`config.mk`:
```
export PLATFORM = sky130hd
export DESIGN_NAME = dff_chain_loader
export DESIGN_NICKNAME = d
export VERILOG_FILES = /design/src/rtl/dff_chain_pkg.sv /design/src/rtl/dff_chain_phase_cnt.sv /design/src/rtl/dff_chain_loader.sv
export SDC_FILE = /design/constraint.sdc
export NUM_CORES = 1
export LEC_CHECK = 0
export BUFFER_PORTS_ARGS = -buffer_cell sky130_fd_sc_hd__buf_2
export CORE_MARGIN = 8
export CORE_UTILIZATION = 60
export DETAILED_ROUTE_END_ITERATION = 12
export PLACE_DENSITY_LB_ADDON = 0.15
export SLEW_MARGIN = 20
export SYNTH_ARGS = -nofsm -noshare
export SYNTH_HDL_FRONTEND = slang
export SYNTH_HIERARCHICAL = 1
export SYNTH_SLANG_ARGS = --single-unit
export TNS_END_PERCENT = 5
```
`constraint.sdc`:
```
create_clock -name CLK -period 3.22 [get_ports CLK]
set_input_delay 0.644 -clock CLK [delete_from_list [all_inputs] [get_ports CLK]]
set_output_delay 0.644 -clock CLK [all_outputs]
set_load 0.05 [all_outputs]
```
`src/rtl/dff_chain_pkg.sv`:
```
`default_nettype none
// ============================================================================
// Module   : dff_chain_pkg
// Purpose  : Shared types and width helpers for the dff_1 chain serial loader.
// Revision : 1.0 - initial release
// ============================================================================
package dff_chain_pkg;

  // Loader sequencing: wait, data settle with SCLK low, SCLK high, strobe.
  typedef enum logic [1:0] {
    IDLE  = 2'd0,
    SETUP = 2'd1,
    HIGH  = 2'd2,
    LATCH = 2'd3
  } state_e;

  // Phase timer must hold DIV-1; sized one above so DIV=1 still gets a bit.
  function automatic int phase_cnt_w(input int div);
    return $clog2(div + 1);
  endfunction

  // Bit counter must hold WIDTH-1; same sizing rule as the phase timer.
  function automatic int bit_cnt_w(input int width);
    return $clog2(width + 1);
  endfunction

endpackage
`default_nettype wire

```
`src/rtl/dff_chain_phase_cnt.sv`:
```
`default_nettype none
// ============================================================================
// Module   : dff_chain_phase_cnt
// Purpose  : Loadable down counter that parks at zero; terminal count flags
//            the last cycle of a serial-clock half period.
// Revision : 1.0 - initial release
// ============================================================================
module dff_chain_phase_cnt #(
  parameter int CNT_W = 2
) (
  input  logic             clk,
  input  logic             rst_n,
  input  logic             load,
  input  logic [CNT_W-1:0] load_val,
  output logic             tc
);

  logic [CNT_W-1:0] cnt_q;
  logic [CNT_W-1:0] cnt_d;

  // Reload on request, otherwise count down and hold at zero.
  always_comb begin
    cnt_d = cnt_q;
    if (load) begin
      cnt_d = load_val;
    end else if (cnt_q != '0) begin
      cnt_d = cnt_q - CNT_W'(1);
    end
  end

  // Counter register.
  always_ff @(posedge clk or negedge rst_n) begin
    if (!rst_n) begin
      cnt_q <= '0;
    end else begin
      cnt_q <= cnt_d;
    end
  end

  assign tc = (cnt_q == '0);

endmodule
`default_nettype wire

```
`src/rtl/dff_chain_loader.sv`:
```
`default_nettype none
// ============================================================================
// Module   : dff_chain_loader
// Purpose  : Shifts a parallel word MSB-first into a dff_1 shift chain with a
//            divided serial clock, then pulses the shadow-register strobe.
//            SDATA only moves on SCLK falling edges, so every rising edge has
//            DIV cycles of setup and hold.
// Revision : 1.0 - initial release
// ============================================================================
module dff_chain_loader
  import dff_chain_pkg::*;
#(
  parameter int WIDTH = 32,
  parameter int DIV   = 4
) (
  input  logic             CLK,
  input  logic             RN,
  input  logic [WIDTH-1:0] DATA,
  input  logic             START,
  output logic             BUSY,
  output logic             DONE,
  output logic             SCLK,
  output logic             SDATA,
  output logic             SLOAD
);

  localparam int PCW = phase_cnt_w(DIV);
  localparam int BCW = bit_cnt_w(WIDTH);
  localparam logic [PCW-1:0] PHASE_INIT = PCW'(DIV - 1);
  localparam logic [BCW-1:0] BIT_INIT   = BCW'(WIDTH - 1);

  state_e           state_q, state_d;
  logic [WIDTH-1:0] shreg_q, shreg_d;
  logic [BCW-1:0]   bitcnt_q, bitcnt_d;
  logic             busy_q, busy_d;
  logic             done_q, done_d;
  logic             sclk_q, sclk_d;
  logic             sdata_q, sdata_d;
  logic             sload_q, sload_d;
  logic             phase_load;
  logic             phase_tc;

  dff_chain_phase_cnt #(
    .CNT_W (PCW)
  ) u_phase_cnt (
    .clk      (CLK),
    .rst_n    (RN),
    .load     (phase_load),
    .load_val (PHASE_INIT),
    .tc       (phase_tc)
  );

  // Next state, shift/bit-count updates, and next values of the output flops.
  always_comb begin
    state_d    = state_q;
    shreg_d    = shreg_q;
    bitcnt_d   = bitcnt_q;
    phase_load = 1'b0;
    done_d     = 1'b0;
    case (state_q)
      IDLE: begin
        if (START) begin
          state_d    = SETUP;
          shreg_d    = DATA;
          bitcnt_d   = BIT_INIT;
          phase_load = 1'b1;
        end
      end
      SETUP: begin
        if (phase_tc) begin
          state_d    = HIGH;
          phase_load = 1'b1;
        end
      end
      HIGH: begin
        if (phase_tc) begin
          phase_load = 1'b1;
          if (bitcnt_q != '0) begin
            shreg_d  = shreg_q << 1;
            bitcnt_d = bitcnt_q - BCW'(1);
            state_d  = SETUP;
          end else begin
            state_d  = LATCH;
          end
        end
      end
      LATCH: begin
        if (phase_tc) begin
          state_d = IDLE;
          done_d  = 1'b1;
        end
      end
      default: state_d = IDLE;
    endcase
    // Outputs are decoded from the upcoming state so they register cleanly.
    busy_d  = (state_d != IDLE);
    sclk_d  = (state_d == HIGH);
    sload_d = (state_d == LATCH);
    sdata_d = ((state_d == SETUP) || (state_d == HIGH)) && shreg_d[WIDTH-1];
  end

  // State, datapath and output registers; reset drops every output at once.
  always_ff @(posedge CLK or negedge RN) begin
    if (!RN) begin
      state_q  <= IDLE;
      shreg_q  <= '0;
      bitcnt_q <= '0;
      busy_q   <= 1'b0;
      done_q   <= 1'b0;
      sclk_q   <= 1'b0;
      sdata_q  <= 1'b0;
      sload_q  <= 1'b0;
    end else begin
      state_q  <= state_d;
      shreg_q  <= shreg_d;
      bitcnt_q <= bitcnt_d;
      busy_q   <= busy_d;
      done_q   <= done_d;
      sclk_q   <= sclk_d;
      sdata_q  <= sdata_d;
      sload_q  <= sload_d;
    end
  end

  assign BUSY  = busy_q;
  assign DONE  = done_q;
  assign SCLK  = sclk_q;
  assign SDATA = sdata_q;
  assign SLOAD = sload_q;

endmodule
`default_nettype wire

```
[After elaboration in Yosys (flattened, before gate mapping)]
Index checks and enable logic that the tools add are counted.
Storage, ports and cells
  register bits after elaboration: 48
  bits in latches: 0
  RAM bits: 0
  ROM bits: 0
  bits of input ports: 35
  output and inout bits: 5
  word-level logic and storage cells: 52
  memories kept: 0
Operators by class
  add/sub/neg operators: 2
  multipliers: 0
  divide/modulo/power cells: 0
  magnitude comparators: 0
  equal/unequal tests: 9
  shift-type cells: 0
  multiplexer cells: 20
  bitwise operators: 0
  reduce and logical (&&, ||, !) cells: 11
Operators by type and width (number)
  32-bit 2-to-1 mux: 3
  32-bit one-hot mux with 2 select lines: 1
  6-bit 2-to-1 mux: 3
  6-bit one-hot mux with 2 select lines: 1
  2-bit 2-to-1 mux: 5
  2-bit == test (second input constant): 4
  2-bit one-hot mux with 4 select lines: 1
  3-bit 2-to-1 mux: 2
  2-bit != test (second input constant): 3
  2-bit nonzero test: 3
  6-bit nonzero test: 1
  6-bit by 1-bit subtractor with 6-bit output (second input constant): 1
  2-bit by 1-bit == test with 1-bit output (second input constant): 2
  4-bit AND reduction: 1
  3-bit zero test: 1
  1-bit 2-to-1 mux: 3
  3-bit nonzero test: 1
  3-bit by 1-bit subtractor with 3-bit output (second input constant): 1
  2-bit zero test: 1
  1-bit one-hot mux with 2 select lines: 1
  2-bit OR reduction: 1
  1-bit logical AND: 1
  1-bit logical OR: 1

[Longest topological paths before layout]
  depth in word-level cells: 7
  mapped depth: 11
  depth with buffers taken out: 10

[Cells and area by module]
Netlist, hierarchy kept.
Modules (own cells, without submodules)
  dff_chain_loader: instances 1, cells each 237, area each 2321.0 um2, seq. area each 1126.1 um2
  dff_chain_phase_cnt: instances 1, cells each 21, area each 201.4 um2, seq. area each 75.1 um2

[Worst setup path before layout]
Ideal clock, no wire load.
  kind: register to register
  start: register state_q[0]
  end: register sdata_q, in the netlist SDATA
  library setup time: 0.131 ns
  arrival time: 1.891 ns
  data required time: 3.089 ns
  setup slack: 1.198 ns
  cell stages (with the launch flop): 9
  buffers on the path: 2
  clock period less this slack: 2.022 ns
  cell sequence: dfrtp_1 inv_1 ha_1 clkbuf_1 clkbuf_1 a31oi_1 o21a_1 ha_1 a21boi_0
Between the ends
  word-level cells in the longest chain between the ends: 5
  elaborated cells on any way between the ends: 14
  those cells by class: eq/ne: 5; mux: 6; reduce/logical: 3
Ends and longest elaborated chain
  start, declared: line dff_chain_loader.sv:32  | state_e state_q, state_d;
  start signal, assigned: line dff_chain_loader.sv:114  | state_q <= state_d;
  2-bit == test (tied with other cells): line dff_chain_loader.sv:60  | case (state_q)
  2-bit one-hot mux with 4 select lines: line dff_chain_loader.sv:60
  2-bit by 1-bit == test with 1-bit output / 2-bit == test (equally long branches): line dff_chain_loader.sv:99  | sdata_d = ((state_d == SETUP) || (state_d == HIGH)) && shreg_d[WIDTH-1];
  1-bit logical OR: line dff_chain_loader.sv:99
  1-bit logical AND (*): line dff_chain_loader.sv:99
  via sdata_d: line dff_chain_loader.sv:38  | logic sdata_q, sdata_d;
  end signal, assigned: line dff_chain_loader.sv:120  | sdata_q <= sdata_d;
  end, declared: line dff_chain_loader.sv:38
The timed path passes the listed nets; every way through them passes the cells marked *.
A chain may end at the register's enable or synchronous reset.

[Final worst setup path]
  start: register state_q[0]
  end: register shreg_q[1]
Between the ends
  word-level cells in the longest chain between the ends: 3
  elaborated cells on any way between the ends: 8
  those cells by class: eq/ne: 4; mux: 1; reduce/logical: 3
Ends and longest elaborated chain
  2-bit == test / 2-bit zero test (equally long branches): line dff_chain_loader.sv:60
  2-bit != test (no source line) / 2-bit nonzero test (equally long branches)
  4-bit AND reduction (no source line)
  end signal, assigned: line dff_chain_loader.sv:115  | shreg_q <= shreg_d;
  end, declared: line dff_chain_loader.sv:33  | logic [WIDTH-1:0] shreg_q, shreg_d;
Parallel ways exist; a longest one is shown, timed or not.

==> impl_metrics.py <==
metrics = {
    "global_routing": {
        "grt_util_all_layers_pct": 17.9,
        "grt_overflow": 0,
        "grt_pass1_wl_mm": 9.56,
        "grt_pass1_vias": 2040,
        "antenna_found_initial": 0,
        "grt_max_degree": 49,
    },
    "cts": {
        "cts_root_buffer": "clkbuf_8",
        "cts_hold_buf": 0,
        "clock_path_buffers": 2,
        "cts_resized": 0,
        "insertion_delay_ns": 0.31,
        "cts_tree": "built",
        "cts_setup_buffers": 0,
        "cts_made_buffers": 5,
        "cts.sinks": 48,
        "htreeDepth": 2,
        "clk_pin_slew_ns": 0.10,
    },
    "drt": {
        "vias": 2102,
        "ant_nets": 0,
        "totalWireLength_mm": 5.47,
        "avgViaCountPerCell": 6.13,
        "drtIter0Drc": 185,
        "dr.pass1.iters": 4,
        "drc": 0,
        "wl_per_cell_um": 15.9,
    },
    "yosys": {
        "synth_top_family_by_area": "compound AO/OA/AOI/OAI gates",
        "synth_edf_count": 0,
        "ys_seq_area_share_pct": 47.6,
        "synth_top_cell_area_share_pct": 47.6,
        "yosysUniqueCellTypes": 44,
        "synthMuxAreaShare_pct": 0.843,
        "synth_compound_area_share_pct": 31.6,
        "synth_area_um2": 2520,
        "yosys.area.top_type": "dfrtp_1",
        "synthMostInstantiatedCell": "o21ai_0",
        "synth_common_cells": "o21ai_0, dfrtp_1, a2bb2oi_1",
        "synth_adder_area_share_pct": 4.96,
        "postSynthCellCount": 258,
        "syn_area_per_cell_um2": 9.78,
        "synth_area_leaders": "dfrtp_1, o21ai_0, a2bb2oi_1, ha_1, clkbuf_1",
        "ys_ff_latch": 48,
        "synth-simple-area-share_pct": 9.08,
        "ys.flop_type": "dfrtp_1",
        "yosysWarningCount": 6,
        "async_flop_share_pct": 100,
        "synthXorXnorAreaFrac_pct": 0,
    },
    "setup_path": {
        "regToRegSetupSlack_ns": 0.87,
        "cp_max_fo": 30,
        "startpoint_type": "flop",
        "cp-end-kind": "flop",
        "required_ns": 3.45,
        "crit_type": "flop to flop",
        "critPathArrivalTime_ns": 2.58,
    },
    "sta": {
        "worstMarginPinSlew_ns": 0.600,
        "period_minus_slack_ns": 2.35,
        "tns_ns": 0,
        "min_period_over_period_pct": 72.9,
        "drv_slew": 0,
        "fmax_ghz": 0.426,
        "rsz0062_at_grt": "false",
        "setup_viol_count_final": 0,
        "hold_violations": 0,
        "fin_skew_ns": 0.0114,
        "maxSlewHeadroom_pct": 60.0,
    },
    "floorplan": {
        "rows": 23,
        "io_pins": 40,
        "die_area_um2": 6540,
        "core_um2": 4030,
        "die_w_um": 80.8,
        "start_util_pct": 62.6,
        "die_h_um": 80.8,
    },
    "place": {
        "portBuffers": 39,
        "dp.final_hpwl_mm": 3.71,
        "place_congestion": 0.883,
    },
    "status": {
        "status": "finished clean",
    },
    "final_layout": {
        "fin_util_pct": 71.1,
        "fillCellCount": 331,
        "nets": 337,
        "antenna_cells": 0,
        "drive_gt1_share_pct": 19.8,
        "area_delta_synth_final_pct": 13.5,
    },
    "pwr": {
        "power_density_nw_per_um2": 932,
        "power_leakage_nw": 1.26,
        "ir_drop_mv": 0.499,
    },
    "run": {
        "maxCapViolations": 0,
    },
    "worst_hold_path": {
        "hp-class": "input pin to async pin",
    },
}
## area by class of cell
cell class | count | area [um^2] | area share, %
multi-input cells | 178 | 1180 | 41.4
flip-flops and latches | 48 | 1200 | 41.9
clock inverters | 3 | 47.5 | 1.66
clock buffers | 5 | 68.8 | 2.40
inverters | 13 | 48.8 | 1.70
well taps | 50 | 62.6 | 2.18
repair buffers | 46 | 250 | 8.74
## registers in the layout, indices dropped and copies added (netlist names)
signal,cells
u_phase_cnt/cnt_q,3
BUSY,1
SCLK,1
DONE,1
shreg_q,32
state_q,2
SDATA,1
bitcnt_q,6
SLOAD,1
## worst max-delay path, stage by stage, from the launching register on
cell       delay, ns
dfrtp_1         0.44
inv_1           0.14
ha_1            0.41
nand2_1         0.13
buf_4           0.21
nand2_1         0.12
a21boi_2        0.25
buf_4           0.36
a2bb2oi_1       0.21
## metrics by stage
stage	hold slack (ns)	cell area [um^2]	setup slack (ns)	power [mW]	instances
2_1_floorplan	0.348	2530	1.20	1.96	259
3_3_place_gp	0.514	2750	1.01	2.19	335
3_5_place_dp	0.522	2750	0.929	2.23	335
4_1_cts	0.547	2860	0.891	2.68	343
5_1_grt	0.368	2860	0.639	2.89	343
6_report	0.338	2860	0.874	2.67	343
## final timing paths
path,from,endpoint,cells after the start
worst max register to register,state_q[0]$_DFF_PN0_,shreg_q[1]$_DFFE_PN0P_,8
worst min-delay path,RN,shreg_q[18]$_DFFE_PN0P_,1
max in group asynchronous,RN,state_q[1]$_DFF_PN0_,1
worst min register to register,shreg_q[5]$_DFFE_PN0P_,shreg_q[5]$_DFFE_PN0P_,1
min in group CLK,shreg_q[5]$_DFFE_PN0P_,shreg_q[5]$_DFFE_PN0P_,1
worst max-delay path,state_q[0]$_DFF_PN0_,shreg_q[1]$_DFFE_PN0P_,8
## power by group
part | switching (mW) | internal [mW] | total [mW] | leakage, nW
sequential | 0.152 | 0.865 | 1.02 | 0.538
clock | 0.214 | 0.234 | 0.448 | 0.0583
combinational | 0.664 | 0.542 | 1.21 | 0.666
## routing by layer
metal	vias to the layer above	global-route usage (%)	routed length, um
li1	1019	-	-
met1	1025	25.6	2620
met2	53	26.1	2470
met3	5	5.41	339
met4	0	3.57	40
met5	-	0	0
## logic make-up after synthesis
logic type | Yosys count
compound gates | 122
flops | 48
simple gates | 41
buf+inv | 33
fa+ha+maj | 10
mux | 2
other cells | 2
## placed cells by master, fill, tap and decap left out, drive strengths merged, types with 2 or more instances in the layout
cell and n:
nor2 6, o21ai 65, o21a 3, clkbuf 5, nand3 4, nand2b 4
nand2 10, a21boi 2, nand4 2, conb 3, a311oi 2, nor4b 2
o22ai 2, a31oi 6, a2bb2oi 31, ha 10, buf 46, clkinv 2
a21oi 3, dfrtp 48, inv 13, nor2b 5
Note: power is estimated with default switching activity, not from simulation.
